File: src/rtl/apb_pkg.sv
// Shared state type and width helpers for the APB completer and its register file.
package apb_pkg;

    typedef enum logic [1:0] {
        IDLE   = 2'd0,
        ACCESS = 2'd1
    } state_t;

    function automatic int strb_width(input int dw);
        return dw / 8;
    endfunction

    function automatic int offset_width(input int dw);
        return (dw / 8 > 1) ? $clog2(dw / 8) : 0;
    endfunction

    function automatic int index_width(input int nreg);
        return (nreg > 1) ? $clog2(nreg) : 1;
    endfunction

endpackage

File: src/rtl/apb_slv_regfile.sv
// NREG x DW register file: byte-strobed synchronous write, combinational read,
// asynchronous clear to zero.
module apb_slv_regfile
    import apb_pkg::*;
#(
    parameter int DW   = 32,
    parameter int NREG = 16,
    localparam int SW  = strb_width(DW),
    localparam int IW  = index_width(NREG)
) (
    input  logic          pclk,
    input  logic          presetn,
    input  logic          we,
    input  logic [IW-1:0] widx,
    input  logic [DW-1:0] wdata,
    input  logic [SW-1:0] wstrb,
    input  logic [IW-1:0] ridx,
    output logic [DW-1:0] rdata
);

    localparam logic [IW:0] NREG_W = (IW + 1)'(NREG);

    logic [DW-1:0] mem [NREG];

    always_ff @(posedge pclk or negedge presetn) begin
        if (!presetn) begin
            for (int r = 0; r < NREG; r++) begin
                mem[r] <= '0;
            end
        end else if (we) begin
            for (int b = 0; b < SW; b++) begin
                if (wstrb[b]) begin
                    mem[widx][8*b +: 8] <= wdata[8*b +: 8];
                end
            end
        end
    end

    // Indices past the last register exist when NREG is not a power of two.
    assign rdata = ({1'b0, ridx} < NREG_W) ? mem[ridx] : '0;

endmodule

File: src/rtl/apb_slave.sv
// APB completer servicing a byte-strobed register file with WS wait states per transfer.
// Define APB_SLAVE_ERR_EN to answer out-of-range addresses with pslverr instead of aliasing.
module apb_slave
    import apb_pkg::*;
#(
    parameter int DW   = 32,
    parameter int AW   = 8,
    parameter int NREG = 16,
    parameter int WS   = 0,
    localparam int SW  = strb_width(DW)
) (
    input  logic          pclk,
    input  logic          presetn,
    input  logic [AW-1:0] i_paddr,
    input  logic          i_pwrite,
    input  logic          i_psel,
    input  logic          i_penable,
    input  logic [DW-1:0] i_pwdata,
    input  logic [SW-1:0] i_pstrb,
    output logic [DW-1:0] o_prdata,
    output logic          o_pslverr,
    output logic          o_pready
);

    localparam int AL = offset_width(DW);
    localparam int IW = index_width(NREG);
    localparam logic [IW:0] NREG_W = (IW + 1)'(NREG);

    state_t        state_q, state_d;
    logic [3:0]    cnt_q, cnt_d;
    logic [AW-1:0] addr_q;
    logic          write_q;
    logic [DW-1:0] wdata_q;
    logic [SW-1:0] strb_q;
    logic          capture, ready, done, err, rf_we;
    logic [IW-1:0] raw_idx, reg_idx;
    logic [DW-1:0] rf_rdata;
    logic          unused_addr;

    assign raw_idx     = addr_q[AL +: IW];
    assign unused_addr = ^addr_q;

`ifdef APB_SLAVE_ERR_EN
    logic [AW-1:0] addr_hi;
    assign addr_hi = addr_q >> (AL + IW);
    assign err     = (addr_hi != '0) || ({1'b0, raw_idx} >= NREG_W);
    assign reg_idx = raw_idx;
`else
    logic [IW:0] idx_mod;
    assign idx_mod = {1'b0, raw_idx} % NREG_W;
    assign reg_idx = idx_mod[IW-1:0];
    assign err     = 1'b0;
`endif

    // The wait counter only advances while penable is high, so a dropped penable stalls it.
    always_comb begin
        state_d = state_q;
        cnt_d   = cnt_q;
        capture = 1'b0;
        ready   = 1'b0;
        done    = 1'b0;
        case (state_q)
            IDLE: begin
                if (i_psel && !i_penable) begin
                    capture = 1'b1;
                    cnt_d   = 4'(WS);
                    state_d = ACCESS;
                end
            end
            ACCESS: begin
                if (cnt_q != 4'd0) begin
                    if (i_penable) begin
                        cnt_d = cnt_q - 4'd1;
                    end
                end else begin
                    ready = 1'b1;
                    if (i_penable) begin
                        done    = 1'b1;
                        state_d = IDLE;
                    end
                end
            end
            default: state_d = IDLE;
        endcase
    end

    always_ff @(posedge pclk or negedge presetn) begin
        if (!presetn) begin
            state_q <= IDLE;
            cnt_q   <= '0;
        end else begin
            state_q <= state_d;
            cnt_q   <= cnt_d;
        end
    end

    always_ff @(posedge pclk or negedge presetn) begin
        if (!presetn) begin
            addr_q  <= '0;
            write_q <= 1'b0;
            wdata_q <= '0;
            strb_q  <= '0;
        end else if (capture) begin
            addr_q  <= i_paddr;
            write_q <= i_pwrite;
            wdata_q <= i_pwdata;
            strb_q  <= i_pstrb;
        end
    end

    assign rf_we     = done && write_q && !err;
    assign o_pready  = ready;
    assign o_pslverr = ready && err;
    assign o_prdata  = (ready && !write_q && !err) ? rf_rdata : '0;

    apb_slv_regfile #(
        .DW   (DW),
        .NREG (NREG)
    ) u_regfile (
        .pclk    (pclk),
        .presetn (presetn),
        .we      (rf_we),
        .widx    (reg_idx),
        .wdata   (wdata_q),
        .wstrb   (strb_q),
        .ridx    (reg_idx),
        .rdata   (rf_rdata)
    );

endmodule

File: config.mk
export PLATFORM = sky130hd
export DESIGN_NAME = apb_slave
export DESIGN_NICKNAME = d
export VERILOG_FILES = /design/src/rtl/apb_pkg.sv /design/src/rtl/apb_slv_regfile.sv /design/src/rtl/apb_slave.sv
export SDC_FILE = /design/constraint.sdc
export NUM_CORES = 1
export LEC_CHECK = 0
export ABC_AREA = 1
export CORE_MARGIN = 2
export CORE_UTILIZATION = 55
export CTS_CLUSTER_SIZE = 12
export DETAILED_ROUTE_END_ITERATION = 6
export PLACE_DENSITY = 0.73
export SLEW_MARGIN = 15
export SYNTH_ARGS = -nofsm -noshare
export SYNTH_HDL_FRONTEND = slang
export SYNTH_SLANG_ARGS = --single-unit
File: constraint.sdc
create_clock -name pclk -period 2.3 [get_ports pclk]
set_clock_uncertainty 0.05 [all_clocks]
set_input_delay 0.69 -clock pclk [delete_from_list [all_inputs] [get_ports pclk]]
set_output_delay 0.69 -clock pclk [all_outputs]
set_load 0.1 [all_outputs]
==> impl_metrics.env, run 1 <==
export IMPL_outcome="complete, but fails checks"
export IMPL_violations="setup timing"
export IMPL_ios=83
export IMPL_gp_congestion=0.876
export IMPL_grt_util_met3=0.0400
export IMPL_grt_pass1_vias=22800
export IMPL_grt_max_degree=99
export IMPL_drive_gt1_frac=0.149
export IMPL_clkSlewWorstSetupHoldPaths_ns=0.06
export IMPL_synth_nets=3615
export IMPL_wl_per_cell_um=17.3
export IMPL_cts_tree="yes"
export IMPL_cts_root_buffer="clkbuf_16"
export IMPL_timing_final_ws_setup_ns=-0.870
export IMPL_htree_levels=2
export IMPL_fp_dieH_um=227
export IMPL_synth_cell_type_count=33
export IMPL_clk_latency_ns=0.62
export IMPL_grt_usage=0.299
export IMPL_end_kind="primary output"
export IMPL_max_cap_viol_count=0
export IMPL_dieArea_um2=51300
export IMPL_synth_main_ff_cell="dfrtp_1"
export IMPL_avgSynthCellArea_um2=7.64
export IMPL_p_leak_uw=0.0166
export IMPL_grt_pass1_wl_mm=121
export IMPL_top_usage_layer="met2"
export IMPL_ys_ff_latch=558
export IMPL_route_detailed_drc=0
export IMPL_viasPerCell=5.46
export IMPL_hold_class="reg2reg"
export IMPL_cp_arrival_ns=2.43
export IMPL_antenna_found_initial=0
export IMPL_cp_data_required_time_ns=1.56
export IMPL_n_antenna_cell=0
export IMPL_ir_drop_v=0.000837
export IMPL_critPathMaxFanout=11
export IMPL_area_growth_pct=20.8
export IMPL_dr_pass1_iters=6
export IMPL_floorplan_initialDensity=0.557
export IMPL_pre_cts_ws_ns=-0.324
export IMPL_numCtsBuffers=58
export IMPL_io_buffers=77
export IMPL_grt_overflow_total=0
export IMPL_yosys_warnings=0
export IMPL_design_area_um2=32900
export IMPL_met2_usage=0.487
export IMPL_die_x_um=227
export IMPL_reg2reg_slack_ns=0.07
export IMPL_slew_headroom=0.496
export IMPL_synth_top_area_frac=0.513
export IMPL_whs_path_depth=2
export IMPL_hold_violations=0
export IMPL_yosysSeqAreaShare=0.513
export IMPL_syn_instance_count=3564
export IMPL_ys_top_cells_by_count="nand2_1 (2054), dfrtp_1 (558), o21ai_1 (229)"
export IMPL_clock_path_buffers=3
export IMPL_start_kind="flip-flop"
export IMPL_powerDensity_nw_per_um2=1210
export IMPL_grt_setup_unrepaired="yes"
export IMPL_routed_wl_mm=75.5
export IMPL_async_flop_share=1.00
export IMPL_timing_final_crit_period_ns=3.17
export IMPL_drv_slew=0
export IMPL_met1_usage=0.409
export IMPL_fmax_mhz=315
export IMPL_core_area_um2=49000
export IMPL_dp_hpwl_mm=47.2
export IMPL_synth_most_common_cell="nand2_1"
export IMPL_yosys_top_cells_area="dfrtp_1 (51%), nand2_1 (28%), o21ai_1 (4.2%)"
export IMPL_synth_area_um2=27200
export IMPL_dpl_cell_area_um2=30100
export IMPL_yosys_area_top_type="dfrtp_1"
export IMPL_ant_nets=0
export IMPL_rows=81
export IMPL_ff2ff_path_depth=8
export IMPL_criticalPathCategory="reg2out"
export IMPL_period_share=1.38
export IMPL_finalNetCount=3702
export IMPL_cts_sinks=558
export IMPL_synth_edff_count=0
export IMPL_fin_hold_ws_ns=0.429
export IMPL_num_vias=23800
export IMPL_final_setup_viol_count=33
export IMPL_drt_iter0_markers=2502
export IMPL_worstMarginPinSlew_ns=0.755
-- flip-flops by register name (all words and copies together), names as in the netlist --
name / cells
u_regfile.mem: 512
wdata_q: 32
addr_q: 4
cnt_q: 4
strb_q: 4
state_q: 1
write_q: 1
-- cell usage in the layout (no fill, tap or decap), drive strengths merged, types with 2 or more instances in the layout --
cell           instances
nand2               2057
dfrtp                558
o21ai                419
buf                  183
nor2                 138
clkbuf                93
nand3                 68
inv                   62
clkdlybuf4s50         43
a21oi                 38
clkinv                13
mux2                   4
bufinv                 3
nand4                  2
ha                     2
-- cells by family (layout without fill, tap and decap cells) --
family,after synthesis,count (layout),share of synthesized area
and+or+nand+nor,2267,2267,0.345
DFF,558,558,0.513
AOI/OAI and AO/OA,459,459,0.0911
buffers and inverters,272,399,0.0488
muxes,4,4,0.00165
adders and majority gates,2,2,0.000918
other,1,1,0.000138
xor gates and xnor gates,1,1,0.000322
-- stage by stage --
stage,instances,setup TNS (ns),total power (µW),util
floorplan,3564,-17.53,23300,-
global placement,4225,-90.22,28300,0.615
detailed placement,4225,-111.63,28800,0.615
CTS,4344,-27.43,39200,0.663
global route,4355,-29.26,42100,0.672
finish,4355,-26.18,39900,0.672
-- timing repair --
action,in CTS,in global routing
setup buffers,10,5
gates resized for setup,47,89
pin swaps,6,32
setup endpoints to repair,33,42
endpoints found under the hold margin,7,0
gates cloned,8,8
hold buffers,1,0
-- per-layer routing --
| metal | share of wire | up-vias |
|---|---|---|
| li1 | - | 11300 |
| met1 | 0.42 | 11400 |
| met2 | 0.48 | 932 |
| met3 | 0.072 | 168 |
| met4 | 0.032 | 0 |
| met5 | 0 | - |
-- worst max-delay path, stage by stage (launching register included) --
cell,delay (ns)
dfrtp_4,0.52
buf_12,0.19
clkinv_8,0.10
buf_6,0.15
nand2_1,0.06
nand2_1,0.05
nand2_1,0.06
nand2_1,0.08
nand2_1,0.08
nand2_1,0.15
nor2_4,0.07
nor2_4,0.12
buf_12,0.18
-- power breakdown --
part | switching, µW | internal [µW] | leakage [µW]
clock | 3890 | 5450 | 0.000924
sequential | 1800 | 12500 | 0.00757
combinational | 10500 | 5670 | 0.00812
total | 16200 | 23700 | 0.0166
-- final timing paths --
path | start | to
setup reg to reg | addr_q[2]$_DFFE_PN0P_ | u_regfile.mem[144]$_DFFE_PN0P_
max in group asynchronous | presetn | u_regfile.mem[27]$_DFFE_PN0P_
hold / removal | u_regfile.mem[414]$_DFFE_PN0P_ | u_regfile.mem[414]$_DFFE_PN0P_
min in group asynchronous | presetn | u_regfile.mem[238]$_DFFE_PN0P_
hold reg to reg | u_regfile.mem[414]$_DFFE_PN0P_ | u_regfile.mem[414]$_DFFE_PN0P_
setup / recovery | addr_q[2]$_DFFE_PN0P_ | o_prdata[19]
-- cell type report --
type,instances,area [µm²]
clock buffers,87,1720
clock inverters,13,140
fillers,3828,16000
inverters,62,264
multi-input cells,2734,12500
flip-flops and latches,558,14000
well taps,664,831
repair buffers,234,3400
repair inverters,3,52.6
No activity file was read; power rests on OpenSTA's default activity.
==> inputs of run 2 (changes only) <==
Clock period 2.3 ns to 3 ns, I/O delays scaled along.
==> run 2 against run 1 <==
  * The run still ends with setup timing left
  * Clock power down 17%
  * Global-route usage up 0.10 points
  * Non-clock buffer count down 48
  * Register-to-register slack better by 0.43 ns
  * Critical path depth up 1
  * Combinational power down 26%
  * Sequential cell count unchanged
  * Die area unchanged
  * Worst hold slack worse by 0.24 ns
  * Clock-buffer cell count up 3
  * Final area down 0.93%
  * Critical path type unchanged
  * Critical endpoint is now o_prdata[3]
==> impl_metrics.env, run 2 (same netlist as run 1, synthesis figures left out) <==
export IMPL_drive_gt1_frac=0.141
export IMPL_power_uw=31000
export IMPL_wl_per_cell_um=17.7
export IMPL_power_switching_uw=12500
export IMPL_ant_nets=0
export IMPL_start_kind="flip-flop"
export IMPL_ir_drop_v=0.000642
export IMPL_io_buffers=77
export IMPL_fmax_mhz=290
export IMPL_gp_congestion=0.878
export IMPL_dieArea_um2=51300
export IMPL_outcome="complete, but fails checks"
export IMPL_drv_slew=0
export IMPL_crit_path_top_delay_cell="dfrtp_4"
export IMPL_core_area_um2=49000
export IMPL_htree_levels=2
export IMPL_num_vias=23800
export IMPL_grt_pass1_vias=23300
export IMPL_p_comb_frac=0.386
export IMPL_criticalPathCategory="reg2out"
export IMPL_worstMarginPinSlew_ns=1.00
export IMPL_cp_data_required_time_ns=2.05
export IMPL_clock_path_buffers=3
export IMPL_reg_top3="u_regfile.mem x512, wdata_q x32"
export IMPL_hold_class="in2async"
export IMPL_antenna_found_initial=0
export IMPL_rr_endpoint="u_regfile.mem[34]$_DFFE_PN0P_"
export IMPL_final_common_cell="nand2_1"
export IMPL_pre_cts_ws_ns=-0.0223
export IMPL_cp_arrival_ns=2.50
export IMPL_mostFrequentLayoutCells="nand2_1 (1985), dfrtp_1 (556), o21ai_1 (229), o21ai_0 (142), clkbuf_16 (73)"
export IMPL_timing_final_crit_period_ns=3.45
export IMPL_tns_ns=-12.19
export IMPL_dr_pass1_iters=6
export IMPL_max_cap_viol_count=0
export IMPL_p_sw_frac=0.403
export IMPL_routed_wl_mm=76.2
export IMPL_critPathMaxFanout=8
export IMPL_rows=81
export IMPL_timing_final_ws_setup_ns=-0.448
export IMPL_route_detailed_drc=0
export IMPL_final_setup_viol_count=32
export IMPL_grt_usage=0.300
export IMPL_n_antenna_cell=0
export IMPL_seqPwrFrac=0.364
export IMPL_die_x_um=227
export IMPL_drt_iter0_markers=2772
export IMPL_end_kind="primary output"
export IMPL_powerDensity_nw_per_um2=952
export IMPL_floorplan_initialDensity=0.557
export IMPL_numCtsBuffers=59
export IMPL_fp_dieH_um=227
export IMPL_grt_max_degree=89
export IMPL_violations="setup timing"
export IMPL_clkPwrFrac=0.251
export IMPL_clk_latency_ns=0.63
export IMPL_viasPerCell=5.53
export IMPL_cpMostUsedCell="nand2_1"
export IMPL_regMostFlops="u_regfile.mem"
export IMPL_p_leak_uw=0.0164
export IMPL_ios=83
export IMPL_grt_overflow_total=0
export IMPL_area_growth_pct=19.7
export IMPL_internal_power_uw=18500
export IMPL_reg2reg_slack_ns=0.50
export IMPL_ff2ff_path_depth=5
export IMPL_r2r_start="addr_q[3]$_DFFE_PN0P_"
export IMPL_period_share=1.15
export IMPL_grt_setup_unrepaired="yes"
export IMPL_cts_tree="yes"
export IMPL_clkSlewWorstSetupHoldPaths_ns=0.06
export IMPL_cpPeakStageDelay_ns=0.55
export IMPL_finalNetCount=3652
export IMPL_dp_hpwl_mm=44.5
export IMPL_cts_sinks=558
export IMPL_path_cells="inv_12 > buf_12 > buf_4 > buf_16 > nand2_1 > nand2_1 > nand2_1 > nand2_1 > nand2_1 > nand2_1 > nor2_2 > nor2_4 > buf_12"
export IMPL_hold_violations=0
export IMPL_cts_root_buffer="clkbuf_16"
export IMPL_slew_headroom=0.332
export IMPL_largest_register_ffs=512
export IMPL_grt_pass1_wl_mm=122
[run 2: through the flow]
stage	instances	hold WS, ns	util	instance area [µm²]
after global placement	4167	0.411	0.600	29400
after global routing	4306	0.203	0.666	32600
after floorplan	3564	0.399	-	27600
after CTS	4292	0.180	0.655	32100
after detailed placement	4167	0.415	0.600	29400
final	4306	0.184	0.666	32600
[run 2: timing repair]
| item | 4_1_cts | 5_1_grt |
|---|---|---|
| setup endpoints to repair | 32 | 32 |
| pin swaps | 15 | 56 |
| gates resized for setup | 76 | 71 |
| buffers inserted | 13 | 3 |
| gates cloned | 10 | 13 |
| hold buffers | 0 | 0 |
[run 2: how the worst max path moves through the flow]
| stage | from | to | slack [ns] |
|---|---|---|---|
| after floorplan | cnt_q[0]$_DFFE_PN0P_ | o_prdata[10] | -0.07 |
| after global placement | i_penable | u_regfile.mem[26]$_DFFE_PN0P_ | 0.06 |
| after detailed placement | i_penable | u_regfile.mem[25]$_DFFE_PN0P_ | -0.02 |
| after CTS | addr_q[2]$_DFFE_PN0P_ | o_prdata[14] | -0.41 |
| after global routing | addr_q[2]$_DFFE_PN0P_ | o_prdata[11] | -0.52 |
| final | addr_q[2]$_DFFE_PN0P_ | o_prdata[3] | -0.45 |
[run 2: area by class of cell]
type	instances	area (µm²)
Fill cell	3850	16300
Multi-Input combinational cell	2734	12600
Timing Repair Buffer	186	2920
Tap cell	664	831
Clock buffer	90	1810
Inverter	62	250
Clock inverter	12	260
Sequential cell	558	14000
[run 2: power groups by stage]
stage / clock, µW / combinational (µW) / sequential, µW
detailed placement: 0 / 10000 / 11300
global route: 8190 / 13000 / 11500
global placement: 0 / 9760 / 11200
floorplan: 0 / 7310 / 10500
finish: 7780 / 12000 / 11300
CTS: 7830 / 11100 / 11200
[run 2: routing by layer]
layer	part of all wire	up-vias	routed length, µm	track usage
li1	-	11200	-	-
met1	0.41	11400	31600	0.404
met2	0.48	1045	36300	0.499
met3	0.078	173	5900	0.0457
met4	0.030	0	2320	0.105
met5	0	-	0	0
[run 2: worst max-delay path: cells and delay by family (launching register included)]
kind,cells,cell delay (ns)
AND/OR/NAND/NOR,8,0.59
flip-flops,1,0.55
buffers and inverters,5,0.72
==> inputs of run 3 (changes only) <==
Settings changed: GPL_TIMING_DRIVEN set to 1.
==> results of run 3 <==
Same layout as run 2: the final DEF is identical, and so are final timing and power.
==> RTL edit: new RTL, settings of run 1 <==
Reset style: synchronous (`presetn`), changed in 3 clocked blocks. Comments in the files are not updated.
--- a/src/rtl/apb_slv_regfile.sv
+++ b/src/rtl/apb_slv_regfile.sv
@@ -22,7 +22,7 @@
 
     logic [DW-1:0] mem [NREG];
 
-    always_ff @(posedge pclk or negedge presetn) begin
+    always_ff @(posedge pclk) begin
         if (!presetn) begin
             for (int r = 0; r < NREG; r++) begin
                 mem[r] <= '0;
--- a/src/rtl/apb_slave.sv
+++ b/src/rtl/apb_slave.sv
@@ -84,7 +84,7 @@
         endcase
     end
 
-    always_ff @(posedge pclk or negedge presetn) begin
+    always_ff @(posedge pclk) begin
         if (!presetn) begin
             state_q <= IDLE;
             cnt_q   <= '0;
@@ -94,7 +94,7 @@
         end
     end
 
-    always_ff @(posedge pclk or negedge presetn) begin
+    always_ff @(posedge pclk) begin
         if (!presetn) begin
             addr_q  <= '0;
             write_q <= 1'b0;
Check against the original RTL: not settled (the Yosys comparison gave no result); the edit may change what the design does.
==> RTL edit against run 1 <==
- setup slack improved by 0.17 ns
- final cell count fell by 8.2%
- sequential cell count rose by 4
- the flow still finishes with violations (negative setup slack)
- design area rose by 0.56%
- routed wire length fell by 5.7%
- critical path depth fell by 3
- first-iteration DRC count fell by 8.5%
- global-route usage fell by 1.5 points
- hold slack got worse by 0.041 ns
- register-to-register slack improved by 0.03 ns
- area after synthesis fell by 2.0%
Power is not compared: it rests on default switching activity, and its combinational part moved more than twofold at a synthesized area within 25%.
==> RTL edit: results (changes against run 1) <==
metric,value,unit,change
post_cts_resized,49,,+4.3%
grt_pass1_wl,110000,microns,-9.0%
worstPathArrival,2.26,ns,-0.17 ns
seq_share,0.495,,+0.0706
synth_fp_nets,3154,,-13%
clock_buffers,91,,+4.6%
layout_setup_ws,-0.704,ns,+0.167 ns
grtUsageTotal,0.285,,-0.0147
final-nonclk-buf-share,0.115,,+0.0118
synth-edff-count,512,,+512
netlist_top_cells_count,"787 x nand2_1, 569 x nor2_1, 512 x edfxtp_1",,
grt_pass1_vias,21114,,-7.4%
ys_seq_area_frac,0.613,,+0.101
wl,71200,microns,-5.7%
gp_congestion,0.912,,+4.1%
r2r_start,cnt_q[0]$_SDFFE_PN0P_,,
cp_slowest_cell,dfxtp_4,,
r2r_end,u_regfile.mem[1][31]$_SDFFCE_PN0P_,,
inverters,501,,+670%
p_switching,0.00606,W,
setup_viol,33,,unchanged
dp_hpwl,47200,microns,about the same
status,finished with violations,,
violations,negative setup slack,,
buffers,338,,+44%
slowest_delay,0.39,ns,-0.13 ns
crit_end,o_prdata[9],,
multi_input_area_share,0.254,,-0.126
crit_fanout,44,,+33
ys.flop_type,edfxtp_1,,
rrSetupSlack,0.10,ns,+0.03 ns
num_vias,21607,,-9.2%
slew_headroom,0.474,,-0.0221
grt_util_met3,0.0409,,+0.000847
met1_usage,0.357,,-0.0525
reg2reg_depth,10,,+2
drive_above_1_share,0.163,,+0.0139
drtIter0Drc,2290,,-8.5%
post_cts_buffers,1,,-9
fin_nets,3387,,-8.5%
clk_share,0.0550,,-0.00160
setup-tns-final,-20.89,ns,+5.29 ns
multi_input_gates,1876,,-31%
[RTL edit: cell count changes after synthesis, moves of 36 or more]
cell,run 1,this run
buf_2,61,7
a21oi_1,38,74
inv_1,53,466
dfrtp_1,558,0
nand2_1,2054,787
dfxtp_1,0,50
o21ai_2,48,0
o21ai_1,229,0
nand3_1,22,355
o21ai_0,142,41
edfxtp_1,0,512
nand3_4,39,0
nand2_2,3,41
nor2_1,107,569
[RTL edit: worst min path at each step]
| stage | from | depth (start not counted) | to |
|---|---|---|---|
| floorplan | strb_q[0]$_SDFFE_PN0P_ | 2 | strb_q[0]$_SDFFE_PN0P_ |
| global placement | wdata_q[0]$_SDFFE_PN0P_ | 2 | wdata_q[0]$_SDFFE_PN0P_ |
| detailed placement | wdata_q[25]$_SDFFE_PN0P_ | 2 | wdata_q[25]$_SDFFE_PN0P_ |
| CTS | wdata_q[25]$_SDFFE_PN0P_ | 2 | wdata_q[25]$_SDFFE_PN0P_ |
| global route | wdata_q[11]$_SDFFE_PN0P_ | 2 | wdata_q[11]$_SDFFE_PN0P_ |
| finish | wdata_q[25]$_SDFFE_PN0P_ | 2 | wdata_q[25]$_SDFFE_PN0P_ |
[RTL edit: critical path: cells and delay by family, from the launching register on]
family / cells / cell delay, ns
buffers and inverters: 3 / 0.61
DFF: 1 / 0.39
AOI/OAI and AO/OA: 1 / 0.10
and+or+nand+nor: 5 / 0.51
[RTL edit: routing by layer]
| metal | up-vias | part of all wire |
|---|---|---|
| met2 | 980 | 0.49 |
| met5 | - | 0 |
| met3 | 211 | 0.080 |
| li1 | 10211 | - |
| met1 | 10205 | 0.38 |
| met4 | 0 | 0.045 |
[RTL edit: per-stage QoR]
| stage | cells | worst slack (ns) | instance area, sq um | hold WS (ns) |
|---|---|---|---|---|
| 5_1_grt | 3998 | -0.766 | 33100 | 0.408 |
| 4_1_cts | 3992 | -0.713 | 32800 | 0.390 |
| 3_5_place_dp | 3885 | -0.323 | 30800 | 0.382 |
| 3_3_place_gp | 3885 | -0.273 | 30800 | 0.373 |
| 2_1_floorplan | 3104 | -0.112 | 27200 | 0.374 |
| 6_report | 3998 | -0.704 | 33100 | 0.388 |
[RTL edit: power groups by stage]
stage | combinational, W | sequential [W] | clock [W]
after floorplan | 0.00186 | 0.0118 | 0
after global placement | 0.00303 | 0.0118 | 0
after detailed placement | 0.00309 | 0.0118 | 0
after CTS | 0.00317 | 0.0116 | 0.00911
after global routing | 0.00351 | 0.0116 | 0.00949
final | 0.00326 | 0.0116 | 0.00904
[RTL edit: logic make-up after synthesis]
group                      Yosys count  synth area share
buffers and inverters              666            0.0952
other                                1          0.000140
DFF                                562             0.613
and+or+nand+nor                   1758             0.269
AOI/OAI and AO/OA                  116            0.0218
adders and majority gates            1          0.000469
